--- src/rtl/keccak_byte_packer.sv ---
// rtl/keccak_byte_packer.sv - packs a byte stream into 32-bit keccak input words with end-of-message padding
module keccak_byte_packer #(
    parameter bit BIG_ENDIAN = 1'b1
) (
    input  logic        clk,
    input  logic        reset,
    input  logic [7:0]  s_data,
    input  logic        s_valid,
    input  logic        s_last,
    output logic        s_ready,
    input  logic        buffer_full,
    output logic [31:0] word_out,
    output logic        word_valid,
    output logic        word_last,
    output logic [1:0]  word_byte_num,
    output logic        msg_done
);

    // Partial word being assembled and number of lanes already filled
    logic [31:0] acc;
    logic [1:0]  cnt;

    // A full final word was emitted; the core still needs an all-zero last word
    logic        pad_pending;

    logic        take_out;
    logic        accept;
    logic        completes_word;
    logic        complete;
    logic        load_pad;
    logic [4:0]  lane_shift;
    logic [31:0] merged;

    // Handshake decode: output register consumption, byte acceptance and word completion
    always_comb begin
        take_out       = word_valid && !buffer_full;
        completes_word = (cnt == 2'd3) || s_last;
        // Stall only a byte that would need the output register while it is still occupied;
        // non-completing bytes keep filling acc while the previous word waits.
        s_ready        = !reset && !pad_pending && !(word_valid && !take_out && completes_word);
        accept         = s_valid && s_ready;
        complete       = accept && completes_word;
        load_pad       = pad_pending && (!word_valid || take_out);
    end

    // Lane placement of the incoming byte, merged with the lanes already held
    always_comb begin
        lane_shift = 5'd0;
        if (BIG_ENDIAN) begin
            lane_shift = 5'd24 - {cnt, 3'b000};
        end else begin
            lane_shift = {cnt, 3'b000};
        end
        merged = acc | (32'(s_data) << lane_shift);
    end

    // Accumulator: collect bytes, restart empty after every completed word
    always_ff @(posedge clk or posedge reset) begin
        if (reset) begin
            acc <= 32'd0;
            cnt <= 2'd0;
        end else if (accept) begin
            if (completes_word) begin
                acc <= 32'd0;
                cnt <= 2'd0;
            end else begin
                acc <= merged;
                cnt <= cnt + 2'd1;
            end
        end
    end

    // Output register: data word has priority, then the pad word, else drain on take
    always_ff @(posedge clk or posedge reset) begin
        if (reset) begin
            word_out      <= 32'd0;
            word_valid    <= 1'b0;
            word_last     <= 1'b0;
            word_byte_num <= 2'd0;
        end else if (complete) begin
            word_out   <= merged;
            word_valid <= 1'b1;
            if (s_last && (cnt != 2'd3)) begin
                // Short final word: core uses byte_num to know how many lanes are real
                word_last     <= 1'b1;
                word_byte_num <= cnt + 2'd1;
            end else begin
                // Full word; if it ends the message the pad word follows
                word_last     <= 1'b0;
                word_byte_num <= 2'd0;
            end
        end else if (load_pad) begin
            word_out      <= 32'd0;
            word_valid    <= 1'b1;
            word_last     <= 1'b1;
            word_byte_num <= 2'd0;
        end else if (take_out) begin
            word_valid <= 1'b0;
        end
    end

    // Pad request: set by a message ending on a word boundary, cleared when the pad loads
    always_ff @(posedge clk or posedge reset) begin
        if (reset) begin
            pad_pending <= 1'b0;
        end else if (complete && s_last && (cnt == 2'd3)) begin
            pad_pending <= 1'b1;
        end else if (load_pad) begin
            pad_pending <= 1'b0;
        end
    end

    // End-of-message pulse, one cycle after the final word is consumed
    always_ff @(posedge clk or posedge reset) begin
        if (reset) begin
            msg_done <= 1'b0;
        end else begin
            msg_done <= take_out && word_last;
        end
    end

endmodule

--- config.mk ---
export PLATFORM = sky130hd
export DESIGN_NAME = keccak_byte_packer
export DESIGN_NICKNAME = d
export VERILOG_FILES = /design/src/rtl/keccak_byte_packer.sv
export SDC_FILE = /design/constraint.sdc
export NUM_CORES = 1
export LEC_CHECK = 0
export ABC_AREA = 1
export CORE_AREA = 2 2 74 76
export DETAILED_ROUTE_END_ITERATION = 16
export DIE_AREA = 0 0 76 78
export DONT_BUFFER_PORTS = 1
export HOLD_SLACK_MARGIN = 0.03
export PLACE_DENSITY = 0.78
export SETUP_SLACK_MARGIN = 0.05
export SLEW_MARGIN = 10
export SYNTH_ARGS = -nofsm -noshare
export SYNTH_HDL_FRONTEND = slang
export SYNTH_SLANG_ARGS = --single-unit
export TNS_END_PERCENT = 10
--- constraint.sdc ---
create_clock -name clk -period 3.4 [get_ports clk]
set_input_delay 0.34 -clock clk [delete_from_list [all_inputs] [get_ports clk]]
set_output_delay 0.34 -clock clk [all_outputs]
set_load 0.02 [all_outputs]
==> impl_results.md <==
* Outcome: finished, final reports clean
* Relative slew margins at 50.58%
* Final Cell Area at 3453 um^2
* Setup CP Type: reg -> out
* Yosys warnings at 0
* Antenna-violating nets left at 0
* Slew Viols, Final at 0
* Fin nets at 395
* Syn Std Cell Area at 3199 um^2
* Worst-Margin Slew at 0.7405 ns
* Core Util, Final at 68.49%
* Via Count at 2480
* Final hold viol count at 0
* Register share of total power at 50.4%
* Num CTS Buffers at 9
* Internal power at 1.608 mW
* Total track usage at 24.81%
* Antenna fix cells at 0
* Part of the cycle the worst path needs at 68.05%
* Bufs and invs on worst path at 0
* Grt ovf at 0
* Residual DRC at 0
* Largest area contributor in the netlist: dfrtp_1
* CP top delay family: simple AND/OR/NAND/NOR gates
* Initial antenna violation count at 0
* Reg clk slew, reported paths at 0.07 ns
* Psw at 753.4 uW
* Mapped Cells at 388
* Crit-path most repeated cell: nor2_1
* Vias/cell at 5.439
* PortBufs at 0
* Comb pwr share at 13.6%
* Skew-Pair Late Insertion Delay at 0.35 ns
* Max Root-Sink Buffers at 2
* WHS at 0.04911 ns
* CTS tree: done
* Die ar. at 5928 um^2
* Total wire length at 6786 um
* Cts repair resizes at 0
* Tmin final at 2.314 ns
* Core ar. at 5042 um^2
* Leakage at 1.776 nW
* Die height at 78 um
* Synth area leaders: dfrtp_1 (56%), nand2_1 (16%), nand3_1 (8.1%), a21oi_1 (4.8%), inv_1 (4.5%)
* Fill count at 403
* Top cell type's share of synthesized area at 56.32%
* Drt wl/cell at 14.88 um
* Setup violations, final at 0
* Initial core utilization at 63.45%
* Sequential element share of the synthesized area at 56.32%
* First-pass GRT wire length at 11670 um
* Placement Rows at 26
* Dpl hpwl at 4274 um
* P per Cell Area at 683.7 nW/um^2
* Critical-path cell list: ha_1 > nor2_1 > nor2_1 > nor2_1
* IO Pins at 51
* Total negative slack at 0 ns
* Peak VDD IR at 0.0003559 V
* WP data arrival at 1.97 ns
* H-tree lvl count at 3
* Critical Path End Type: output port
* Layout cells sized above 1 at 6.736%
* Distinct cells, synth at 20
* Avg Cell Area, Syn at 8.246 um^2
* Crit-path slowest cell: dfrtp_1
* Clock power frac at 36.0%
* R2R Setup Slk at 1.12 ns
* Final Wtd Congestion at 0.8085
* DP Area at 3189 um^2
* Largest net degree at the start of global routing at 69
* CP max FO at 19
* Critical Path Max Stage Delay at 0.60 ns
* Max Cap Viol at 0
* Clock Skew at 0.006300 ns
* Setup crit start kind: flop
* HP Class: in -> reg
* RSZ-0062 raised after global routing: false
* Syn nets at 402
* DRT Pass-1 Iters at 4
* Switching Share at 31.91%
* Clk sinks at 72
* Iteration-0 DRC Markers at 205
* CTS root buf: clkbuf_8
* Area growth, synth to finish at 7.939%
* Required time worst endpoint at 3.06 ns
* Die Width at 76 um
* Post-CTS Setup Bufs at 0
* Vias in the first global route at 2436
* Fmax achieved at 432.2 MHz
* Yosys reg bits at 72
[path summary, 6_finish.rpt]
| kind | start | to | cells after the start |
|---|---|---|---|
| setup / recovery | cnt[1] | s_ready | 4 |
| hold / removal | buffer_full | msg_done | 1 |
| setup reg to reg | cnt[1] | cnt[1] | 6 |
| max in group asynchronous | reset | acc[18] | 3 |
| min in group asynchronous | reset | word_out[30] | 2 |
| hold reg to reg | acc[15] | acc[15] | 2 |
[state kept, by name, summed over array words and instances (netlist names)]
signal / count
word_last: 1
cnt: 2
acc: 32
word_byte_num: 2
pad_pending: 1
word_valid: 1
word_out: 32
msg_done: 1
[cells in the final DEF, fill, tap and decap left out, types with 2 or more instances in the layout]
| master | count |
|---|---|
| o21ai_0 | 19 |
| dfrtp_1 | 72 |
| nand2_1 | 138 |
| a21oi_1 | 31 |
| buf_4 | 2 |
| nor2_1 | 6 |
| nand2_2 | 2 |
| inv_2 | 3 |
| inv_1 | 37 |
| bufinv_16 | 3 |
| nand4_1 | 2 |
| nand3_1 | 52 |
| clkbuf_8 | 11 |
[metal layers]
metal	global-route usage [%]	vias up	part of all wire, %
met2	39.02	84	50
met3	6.279	11	6.3
met5	0	-	0
met1	33.54	1168	43
li1	-	1217	-
met4	9.636	0	1.5
[power groups by stage]
| stage | combinational [mW] | sequential, mW | clock, mW |
|---|---|---|---|
| after floorplan | 0.289 | 1.17 | 0 |
| after global placement | 0.308 | 1.20 | 0 |
| after detailed placement | 0.317 | 1.21 | 0 |
| after CTS | 0.322 | 1.19 | 0.850 |
| after global routing | 0.380 | 1.21 | 0.895 |
| final | 0.320 | 1.19 | 0.850 |
[area by class of cell]
type | count | area (um^2) | area share [%]
Clock inverter | 5 | 102.6 | 2.971
Inverter | 41 | 153.9 | 4.457
Tap cell | 70 | 87.58 | 2.536
Multi-Input combinational cell | 254 | 1131 | 32.75
Timing Repair Buffer | 3 | 25.02 | 0.7246
Clock buffer | 11 | 151.4 | 4.384
Sequential cell | 72 | 1802 | 52.17
[worst register-to-register path, delay by kind of cell (launching register included)]
family	cells	cell delay, ns
AO/OA/AOI/OAI	1	0.39
AND/OR/NAND/NOR	3	0.77
buffers and inverters	1	0.07
flip-flops	1	0.60
adder cells (fa/ha/maj)	1	0.35
[what timing repair did]
action,in CTS,in global routing
setup endpoints to repair,0,0
hold buffers,1,0
hold endpoints to repair,24,0
[cells by family (layout without fill, tap and decap cells)]
family	after synthesis	in the layout	share of synthesized area, %
fa+ha+maj	1	1	0.3910
simple gates	203	203	27.14
flops	72	72	56.32
buf+inv	62	60	8.330
compound gates	50	50	7.822
[Yosys cell counts]
library cell and number:
a21oi_1 31, buf_1 3, buf_2 12, buf_4 1
buf_6 2, clkbuf_1 3, clkinv_1 1, dfrtp_1 72
ha_1 1, inv_1 38, inv_2 2, nand2_1 138
nand2_2 2, nand3_1 52, nand3_2 1, nand4_1 2
nand4_4 1, nor2_1 6, nor2_4 1, o21ai_0 19
[metrics by stage]
stage | instances | setup slack [ns] | total power, mW
after floorplan | 388 | 1.235 | 1.457
final | 456 | 1.086 | 2.361
after global routing | 456 | 0.8610 | 2.481
after CTS | 456 | 1.126 | 2.365
after detailed placement | 439 | 1.151 | 1.527
after global placement | 439 | 1.245 | 1.512
(Power assumes the default switching activity.)
